<file path="src/rtl/extmem_bridge.sv">
// Bridge from the inverted_residual_block external-memory port to a single-port sync SRAM.
// Client accesses take priority over host accesses. Reads return in issue order after MEM_LAT+2 edges.
module extmem_bridge #(
    parameter int DATA_W    = 32,
    parameter int ADDR_W    = 26,
    parameter int MEM_WORDS = 48 * (2 ** 20),
    parameter int OFF_FMO   = 4 * (2 ** 20),
    parameter int OFF_KEX   = 6 * (2 ** 20),
    parameter int MEM_LAT   = 1
) (
    input  logic              clk,
    input  logic              rst,
    input  logic              request_extmem,
    input  logic              write_extmem,
    input  logic [31:0]       addr_extmem,
    input  logic [DATA_W-1:0] w_data,
    output logic              valid_extmem,
    output logic [DATA_W-1:0] data_extmem,
    input  logic              host_req,
    input  logic              host_we,
    input  logic [ADDR_W-1:0] host_addr,
    input  logic [DATA_W-1:0] host_wdata,
    output logic              host_ready,
    output logic              host_rvalid,
    output logic [DATA_W-1:0] host_rdata,
    output logic              mem_en,
    output logic              mem_we,
    output logic [ADDR_W-1:0] mem_addr,
    output logic [DATA_W-1:0] mem_wdata,
    input  logic [DATA_W-1:0] mem_rdata,
    output logic              err_rd,
    output logic              err_wr,
    output logic [31:0]       rd_cnt,
    output logic [31:0]       wr_cnt
);

    typedef struct packed {
        logic vld;
        logic host;
        logic zero;
    } rsp_t;

    rsp_t              iss;
    rsp_t              pipe [0:MEM_LAT];
    logic              c_in_range;
    logic              c_wr_ok;
    logic              h_in_range;
    logic [DATA_W-1:0] rsp_data;

    always_comb begin
        host_ready = rst & host_req & ~request_extmem;
        c_in_range = addr_extmem < 32'(MEM_WORDS);
        c_wr_ok    = c_in_range && (addr_extmem >= 32'(OFF_FMO)) && (addr_extmem < 32'(OFF_KEX));
        h_in_range = 32'(host_addr) < 32'(MEM_WORDS);
        rsp_data   = pipe[MEM_LAT].zero ? '0 : mem_rdata;
    end

    always_ff @(posedge clk) begin
        if (!rst) begin
            mem_en       <= 1'b0;
            mem_we       <= 1'b0;
            mem_addr     <= '0;
            mem_wdata    <= '0;
            valid_extmem <= 1'b0;
            data_extmem  <= '0;
            host_rvalid  <= 1'b0;
            host_rdata   <= '0;
            err_rd       <= 1'b0;
            err_wr       <= 1'b0;
            rd_cnt       <= '0;
            wr_cnt       <= '0;
            iss          <= '0;
            for (int i = 0; i <= MEM_LAT; i++) pipe[i] <= '0;
        end else begin
            mem_en <= 1'b0;
            mem_we <= 1'b0;
            iss    <= '0;
            if (request_extmem) begin
                mem_addr  <= addr_extmem[ADDR_W-1:0];
                mem_wdata <= w_data;
                if (write_extmem) begin
                    wr_cnt <= wr_cnt + 32'd1;
                    mem_en <= c_wr_ok;
                    mem_we <= c_wr_ok;
                    if (!c_wr_ok) err_wr <= 1'b1;
                end else begin
                    // Out-of-range reads still occupy a slot so ordering and latency hold.
                    rd_cnt <= rd_cnt + 32'd1;
                    mem_en <= c_in_range;
                    iss    <= '{vld: 1'b1, host: 1'b0, zero: ~c_in_range};
                    if (!c_in_range) err_rd <= 1'b1;
                end
            end else if (host_ready) begin
                mem_addr  <= host_addr;
                mem_wdata <= host_wdata;
                mem_en    <= h_in_range;
                mem_we    <= host_we & h_in_range;
                if (!host_we) iss <= '{vld: 1'b1, host: 1'b1, zero: ~h_in_range};
            end

            pipe[0] <= iss;
            for (int i = 1; i <= MEM_LAT; i++) pipe[i] <= pipe[i-1];

            valid_extmem <= pipe[MEM_LAT].vld & ~pipe[MEM_LAT].host;
            host_rvalid  <= pipe[MEM_LAT].vld & pipe[MEM_LAT].host;
            if (pipe[MEM_LAT].vld && !pipe[MEM_LAT].host) data_extmem <= rsp_data;
            if (pipe[MEM_LAT].vld && pipe[MEM_LAT].host)  host_rdata  <= rsp_data;
        end
    end

endmodule
</file>
<file path="config.mk">
export PLATFORM = sky130hd
export DESIGN_NAME = extmem_bridge
export DESIGN_NICKNAME = d
export VERILOG_FILES = /design/src/rtl/extmem_bridge.sv
export SDC_FILE = /design/constraint.sdc
export NUM_CORES = 1
export LEC_CHECK = 0
export ABC_CLOCK_PERIOD_IN_PS = 2490
export BUFFER_PORTS_ARGS = -buffer_cell sky130_fd_sc_hd__buf_4
export CORE_MARGIN = 3
export CORE_UTILIZATION = 48
export CTS_CLUSTER_DIAMETER = 60
export CTS_CLUSTER_SIZE = 8
export DETAILED_ROUTE_END_ITERATION = 16
export PLACE_DENSITY = 0.8
export SYNTH_ARGS = -nofsm -noshare
export SYNTH_HDL_FRONTEND = slang
export SYNTH_SLANG_ARGS = --single-unit
</file>
<file path="constraint.sdc">
create_clock -name clk -period 2.49 [get_ports clk]
set_input_delay 0.3735 -clock clk [delete_from_list [all_inputs] [get_ports clk]]
set_output_delay 0.3735 -clock clk [all_outputs]
set_load 0.02 [all_outputs]
</file>
# After elaboration in Yosys (flattened, before gate mapping)
# Memory sizes are Yosys's and may differ from the RTL's.
# Cells that the tools add are included.
# word_totals
register_bits	195
memories	1
in_bits	160
wordCells	64
ram_bits	6
output_inout_bits	193
# classes
n_addsub	2
n_reduce_logical	10
n_bitwise	13
order_cmp	4
mux	19
# memory_table
name	words	width	read_ports	rd_clocked_by_memory_dff	write_ports	line_no	rtl
pipe	2	3	2	0	2	44	rsp_t pipe [0:MEM_LAT];
# ops
operator	count
2-to-1 mux 32 bit	3
adder 32 x 1 -> 32 bit, second input constant	2
2-to-1 mux 26 bit	2
greater-or-equal comparator 32 x 23 -> 1 bit, second input constant	1
< comparator 32 x 23 -> 1 bit, second input constant	1
< comparator 32 x 26 -> 1 bit, second input constant	1
< comparator 26 bit, second input constant	1
2-to-1 mux 3 bit	6
2-to-1 mux 1 bit	8
NOT 1 bit	6
AND reduction 3 bit	2
AND 1 bit	5
logical AND 1 bit	4
AND reduction 2 bit	2
bitwise OR 1 bit	2
nonzero test 2 bit	1
logical NOT 1 bit	1

# Logic depth before layout (Yosys ltp)
# Gate-level depths: netlist of run 1.
# depth
depth_word	5
mapped_depth	7
mapped_depth_nobuf	5

# Worst setup path after synthesis of run 1
# OpenSTA, ideal clock, no wires.
# synth_path
kind	flip-flop to flip-flop
start	register wr_cnt[0]
end	register wr_cnt[26]
t_arrival_ps	2094
stages_incl_launch_ff	7
setup_time_ps	70
slack_ps	325
period_less_slack_ps	2165
cell_sequence	dfxtp_1 ha_1 nand3_4 or4_4 buf_6 or4_1 a21oi_1
# synth_between
elab_chain_len	1
# synth_lines
element	line_no	rtl
start: declaration	34	output logic [31:0] wr_cnt
start signal: assignment	82	wr_cnt <= wr_cnt + 32'd1;
adder 32 x 1 -> 32 bit	82	
# No other way between the ends.
# A chain may end at the register's enable or synchronous reset.

# Final worst setup path of run 1
# layout_path
start	register wr_cnt[0]
end	register wr_cnt[30]
# Same word-level chain as after synthesis.

==> summary.txt, run 1 <==
Run status
  • Status: finished clean

Yosys
  • Main flop type after synthesis: dfxtp_1
  • Synthesized area: 8520 µm²
  • Syn Nets: 1202
  • Asr flop ratio synth: 0%
  • Netlist cell types: 41
  • Post-Synthesis Cells: 1040
  • EDFF count, synth: 0
  • Synth warn: 0
  • Seq cells post-synth: 201
  • Syn avg cell area: 8.20 µm²
  • Sequential area share after synthesis: 47.2%

Place
  • HPWL Detailed: 19800 µm
  • Placed Area: 11300 µm²
  • Routability cong.: 0.854
  • Port buffer count: 352

CTS
  • TritonCTS clock tree: yes
  • Cts hold-fix bufs: 0
  • Clock buffer depth: 3
  • Worst-skew pair later-pin latency: 0.53 ns
  • Setup Buffers After CTS: 0
  • H-tree levels: 1
  • Number of cells upsized or downsized after cts: 0
  • Sink Count: 201
  • Clk root buf: clkbuf_16
  • Worst-path clk slew: 0.05 ns
  • Num CTS Buffers: 29

Detailed routing
  • Initial drt markers: 454
  • WL/cell: 17.2 µm
  • Antenna Nets Post-Route: 0
  • Post-Route WL: 27500 µm
  • Pre-antenna DRT Iters: 6
  • Total number of vias: 8657
  • Drt drc: 0
  • Via/cell ratio: 5.43

Die
  • Die width: 139 µm
  • Chip height: 139 µm
  • Initial Util: 49.1%
  • Top Ports: 353
  • Core area: 17400 µm²
  • Site row count: 48
  • Die ar.: 19400 µm²

GRT
  • Vias in the first global route: 8376
  • Global-route wire length before repair: 43200 µm
  • Initial antenna violation count: 1
  • GR Overflow Total: 0
  • Pin count of the biggest net entering global routing: 63
  • GRT Util Overall: 26.7%

Critical path
  • CP Cell Sequence: ha_1 -> nand3_4 -> or4_4 -> or4_1 -> a21oi_1
  • CP endpoint kind: flip-flop
  • CP required: 2.95 ns
  • Worst Setup SP: wr_cnt[0]
  • RR Startpoint: wr_cnt[0]
  • Levels on crit path: 5
  • Worst Path Class, Setup: flip-flop to flip-flop
  • CP peak stage delay: 0.65 ns
  • Setup crit end: wr_cnt[30]
  • Worst path buffer plus inverter count: 0
  • Crit-path max FO: 20
  • Worst r2r path cells: 5
  • R2R Setup Slk: 0.33 ns
  • Cell family with most CP delay: simple AND/OR/NAND/NOR gates
  • Worst flop-to-flop path endpoint: wr_cnt[30]
  • Arrival time worst endpoint: 2.62 ns
  • Worst setup SP type: flip-flop
  • CP max-delay cell: or4_4

STA
  • Pins Over Slew Limit: 0
  • Final Hold Viols: 0
  • Max Freq: 462 MHz
  • RSZ-0062 raised after global routing: no
  • Rel. slew slack: 49.0%
  • TNS Setup: 0 ns
  • Period utilization: 86.9%
  • Final setup viols: 0
  • Clock Skew: 0.0187 ns
  • Final Critical Period: 2.16 ns
  • Pin slew with the least headroom to its limit: 0.764 ns

Pwr
  • Worst VDD drop: 0.478 mV
  • Leak: 5.19 nW
  • Power Dens Cells: 621 nW/µm²

Hold path
  • Hold Path Class: input pin to flip-flop

Finish
  • Most frequent cells in the layout: buf_4, dfxtp_1, a21oi_1, nand2_1, nor2_1
  • Area Growth Syn to Fin: 41.8%
  • Final #Nets: 1530
  • Commonest non-fill, non-tap cell in the layout: buf_4
  • Layout cells sized above 1: 30.2%
  • Final instance area: 12100 µm²

Run
  • MaxCap Viol Count: 0
area by class of cell:
cell class                 count  area (µm²)
multi-input combinational    754        4160
fill                        1381        5270
clock buffer                  30         729
clock inverter                 2        17.5
timing repair buffer         373        2840
sequential                   201        4020
tap                          225         282
antenna                        1        2.50
inverter                       9        38.8
worst min path at each step:
stage / start / to / slack (ns) / cells after the start
2_1_floorplan: iss[0] / pipe[0][0] / 0.41 / 1
3_3_place_gp: iss[2] / pipe[0][2] / 0.42 / 1
3_5_place_dp: pipe[0][0] / pipe[0][3] / 0.42 / 1
4_1_cts: host_we / iss[1] / 0.03 / 2
5_1_grt: host_we / iss[1] / 0.04 / 2
6_report: host_we / iss[1] / 0.05 / 2
per-stage QoR:
step | total power, W | cells | utilization [%] | hold slack [ns] | worst slack, ns
floorplan | 0.00381 | 1040 | - | 0.412 | 0.325
global placement | 0.00420 | 1562 | 65.3 | 0.416 | 0.258
detailed placement | 0.00422 | 1562 | 65.3 | 0.424 | 0.245
CTS | 0.00757 | 1594 | 69.7 | 0.0285 | 0.320
global route | 0.00778 | 1595 | 69.7 | 0.0360 | 0.252
finish | 0.00751 | 1595 | 69.7 | 0.0469 | 0.326
worst reg2reg max path, stage by stage (launching register included):
cell and delay [ns]:
dfxtp_1 0.41, ha_1 0.23, nand3_4 0.11, or4_4 0.65, or4_1 0.54, a21oi_1 0.15
power breakdown:
group          internal, W  switching, W  leakage [nW]
Combinational     0.000391      0.000410          3.18
Clock              0.00203       0.00132         0.367
Sequential         0.00331     0.0000515          1.63
Total              0.00573       0.00178          5.19
sequential cells by signal, indices dropped and copies added, names as in the netlist, 3 cells and up:
name	count
data_extmem	32
host_rdata	32
mem_wdata	32
rd_cnt	32
wr_cnt	32
mem_addr	26
pipe	6
iss	3
cells in the mapped netlist, drive strengths merged, types with 2 or more instances:
master  instances  area share (%)
nor4            9            0.66
nor2b          35             2.6
and3            5            0.37
clkbuf         60             2.6
o41ai           2            0.21
o21ai          12            0.70
nor3            5            0.29
nand2         160             7.0
nand2b          5            0.37
a21oi         165             9.7
nor2          144             6.3
ha              2            0.29
or3            13            0.95
nand4          18             1.5
dfxtp         201              47
and2           10            0.73
inv             9            0.40
nand3b          2            0.32
or4            30             2.7
buf            16            0.98
and4            5            0.51
xor2            7            0.72
xnor2          12             1.2
mux2i          62             7.3
o31ai          25             2.2
nand3          17             1.2
o21a            4            0.35
cell families (layout without fill, tap and decap cells):
family | after synthesis | count (layout) | synth area share [%]
AO/OA/AOI/OAI | 211 | 211 | 13.4
XOR/XNOR | 19 | 19 | 1.95
adder cells (fa/ha/maj) | 2 | 2 | 0.294
buffers and inverters | 85 | 414 | 4.02
flip-flops | 201 | 201 | 47.2
multiplexers | 62 | 62 | 7.28
other | 0 | 1 | 0
AND/OR/NAND/NOR | 460 | 460 | 25.8
per-layer routing:
layer	part of all wire [%]	routed length [µm]	GRT usage, %
met5	0	0	0
met4	4.3	1190	11.8
met3	8.8	2410	7.39
met2	49	13400	46.2
met1	38	10500	30.8
Note: power is estimated with default switching activity, not from simulation.
==> run 2, diff against run 1 <==
PLACE_DENSITY = 0.92   (was 0.8)
==> run 2 against run 1 <==
Critical path type unchanged. Clock-buffer cell count unchanged. Hold slack gained 0.014 ns. Critical path depth fell by 1. Maximum frequency fell by 3.5%. Wire length is 4.2% higher. Clock power barely moved. Non-clock buffer count is 1 lower. Register-to-register slack got worse by 0.08 ns. Global-route usage grew 0.98 points. Largest cell class unchanged. Power rose by 0.26%. First-iteration DRC count down 5.5%.
==> summary.txt, run 2 (synthesis gave the netlist of run 1 again) <==
GRT
  • Initial antenna violation count: 0 (was 1)
  • GR Overflow Total: 0 (unchanged)
  • Vias in the first global route: 8672 (was 8376)
  • Pin count of the biggest net entering global routing: 67 (was 63)
  • GRT Util Overall: 27.7% (was 26.7%)
  • Global-route wire length before repair: 44300 µm (was 43200 µm)

Detailed routing
  • Initial drt markers: 429 (was 454)
  • Drt drc: 0 (unchanged)
  • WL/cell: 18.0 µm (was 17.2 µm)
  • Pre-antenna DRT Iters: 5 (was 6)
  • Total number of vias: 8848 (was 8657)
  • Antenna Nets Post-Route: 0 (unchanged)
  • Post-Route WL: 28600 µm (was 27500 µm)
  • Via/cell ratio: 5.55 (was 5.43)

Place
  • HPWL Detailed: 20800 µm (was 19800 µm)
  • Routability cong.: 0.937 (was 0.854)
  • Placed Area: 11300 µm² (about the same)
  • Place WS: 0.262 ns (was 0.245 ns)
  • Port buffer count: 352 (unchanged)

CTS
  • Number of cells upsized or downsized after cts: 0 (unchanged)
  • Clock buffer depth: 3 (unchanged)
  • Setup Buffers After CTS: 0 (unchanged)
  • Num CTS Buffers: 29 (unchanged)
  • TritonCTS clock tree: yes (unchanged)
  • Worst-skew pair later-pin latency: 0.53 ns (about the same)
  • H-tree levels: 1 (unchanged)
  • Cts hold-fix bufs: 0 (unchanged)
  • Worst-path clk slew: 0.05 ns (about the same)
  • Clk root buf: clkbuf_16 (unchanged)
  • Sink Count: 201 (unchanged)

Finish
  • Layout cells sized above 1: 30.1% (was 30.2%)
  • Fill count: 1277 (was 1381)
  • Final instance area: 12100 µm² (about the same)
  • Commonest non-fill, non-tap cell in the layout: buf_4 (unchanged)
  • Final Core Density: 69.5% (was 69.7%)
  • Area Growth Syn to Fin: 41.6% (was 41.8%)
  • Diodes inserted: 0 (was 1)
  • Most frequent cells in the layout: buf_4, dfxtp_1, a21oi_1, nand2_1, nor2_1 (unchanged)
  • Final #Nets: 1529 (was 1530)

STA
  • Max Freq: 446 MHz (was 462 MHz)
  • Pins Over Slew Limit: 0 (unchanged)
  • Rel. slew slack: 50.2% (was 49.0%)
  • PnR worst setup slack: 0.248 ns (was 0.326 ns)
  • Final setup viols: 0 (unchanged)
  • TNS Setup: 0 ns (unchanged)
  • Clock Skew: 0.0246 ns (was 0.0187 ns)
  • Final Hold Viols: 0 (unchanged)
  • Pin slew with the least headroom to its limit: 0.743 ns (was 0.764 ns)
  • Period utilization: 90.0% (was 86.9%)
  • RSZ-0062 raised after global routing: no (unchanged)
  • Final Critical Period: 2.24 ns (was 2.16 ns)

Die
  • Die ar.: 19400 µm² (unchanged)
  • Initial Util: 49.1% (unchanged)
  • Site row count: 48 (unchanged)
  • Chip height: 139 µm (unchanged)
  • Die width: 139 µm (unchanged)
  • Core area: 17400 µm² (unchanged)
  • Top Ports: 353 (unchanged)

Pwr
  • Internal power: 0.00573 W (about the same)
  • Sequential power share: 44.6% (was 44.7%)
  • Clock power share: 44.6% (was 44.7%)
  • Leak: 5.18 nW (was 5.19 nW)
  • Comb power frac: 10.8% (was 10.7%)
  • Sw frac: 23.9% (was 23.7%)
  • Power Dens Cells: 624 nW/µm² (was 621 nW/µm²)
  • Tot Pwr: 0.00753 W (was 0.00751 W)
  • Psw: 0.00180 W (was 0.00178 W)
  • Worst VDD drop: 0.508 mV (was 0.478 mV)

Critical path
  • CP Cell Sequence: nand2_1 -> or4_1 -> or4_1 -> a21oi_1 (was ha_1 -> nand3_4 -> or4_4 -> or4_1 -> a21oi_1)
  • CP max-delay cell: or4_1 (was or4_4)
  • CP endpoint kind: flip-flop (unchanged)
  • Worst setup SP type: flip-flop (unchanged)
  • CP peak stage delay: 0.87 ns (was 0.65 ns)
  • CP required: 2.96 ns (was 2.95 ns)
  • Crit-path max FO: 20 (unchanged)
  • Worst Path Class, Setup: flip-flop to flip-flop (unchanged)
  • Most Frequent Cell on Critical Path: or4_1
  • Arrival time worst endpoint: 2.71 ns (was 2.62 ns)

Run status
  • Status: finished clean (unchanged)

Run
  • MaxCap Viol Count: 0 (unchanged)

Hold path
  • Hold Path Class: input pin to flip-flop (unchanged)
## run 2: cell types whose count changed in the layout (fill, tap and decap cells not counted)
cell     change
buf_12       -1
diode_2      -1
## run 2: worst max-delay path: cells and delay by family (launching register included)
family / cells / cell delay [ns]
AOI/OAI and AO/OA: 1 / 0.14
and+or+nand+nor: 3 / 1.66
DFF: 1 / 0.37
## run 2: per-layer routing
| metal | wire length, µm | up-vias | track usage, % |
|---|---|---|---|
| met5 | 0 | - | 0 |
| met3 | 2850 | 91 | 8.76 |
| met2 | 14000 | 423 | 48.2 |
| met4 | 1550 | 0 | 14.1 |
| met1 | 10200 | 4117 | 30.2 |
| li1 | - | 4217 | - |
## run 2: power by group through the flow
stage | sequential, W | clock [W] | combinational [W]
3_3_place_gp | 0.00342 | 0 | 0.000791
6_report | 0.00336 | 0.00336 | 0.000816
4_1_cts | 0.00336 | 0.00341 | 0.000816
5_1_grt | 0.00336 | 0.00356 | 0.000875
3_5_place_dp | 0.00342 | 0 | 0.000808
2_1_floorplan | 0.00350 | 0 | 0.000303
## run 2: worst paths after layout
path              slack, ns          to  cells past startpoint       start
setup / recovery       0.25  wr_cnt[21]                      4   wr_cnt[3]
hold / removal         0.06      iss[1]                      2     host_we
setup reg to reg       0.25  wr_cnt[21]                      4   wr_cnt[3]
hold reg to reg        0.42  pipe[0][5]                      1  pipe[0][2]
## run 2: through the flow
step | instances | hold slack, ns
finish | 1593 | 0.0610
global route | 1593 | 0.0421
detailed placement | 1561 | 0.418
CTS | 1593 | 0.0359
floorplan | 1040 | 0.412
global placement | 1561 | 0.418
## run 2: layout make-up
type / instances / area [µm²] / area share [%]
sequential: 201 / 4020 / 33.3
clock buffer: 30 / 729 / 6.04
timing repair buffer: 372 / 2820 / 23.3
clock inverter: 2 / 17.5 / 0.145
multi-input combinational: 754 / 4160 / 34.5
tap: 225 / 282 / 2.33
inverter: 9 / 38.8 / 0.321
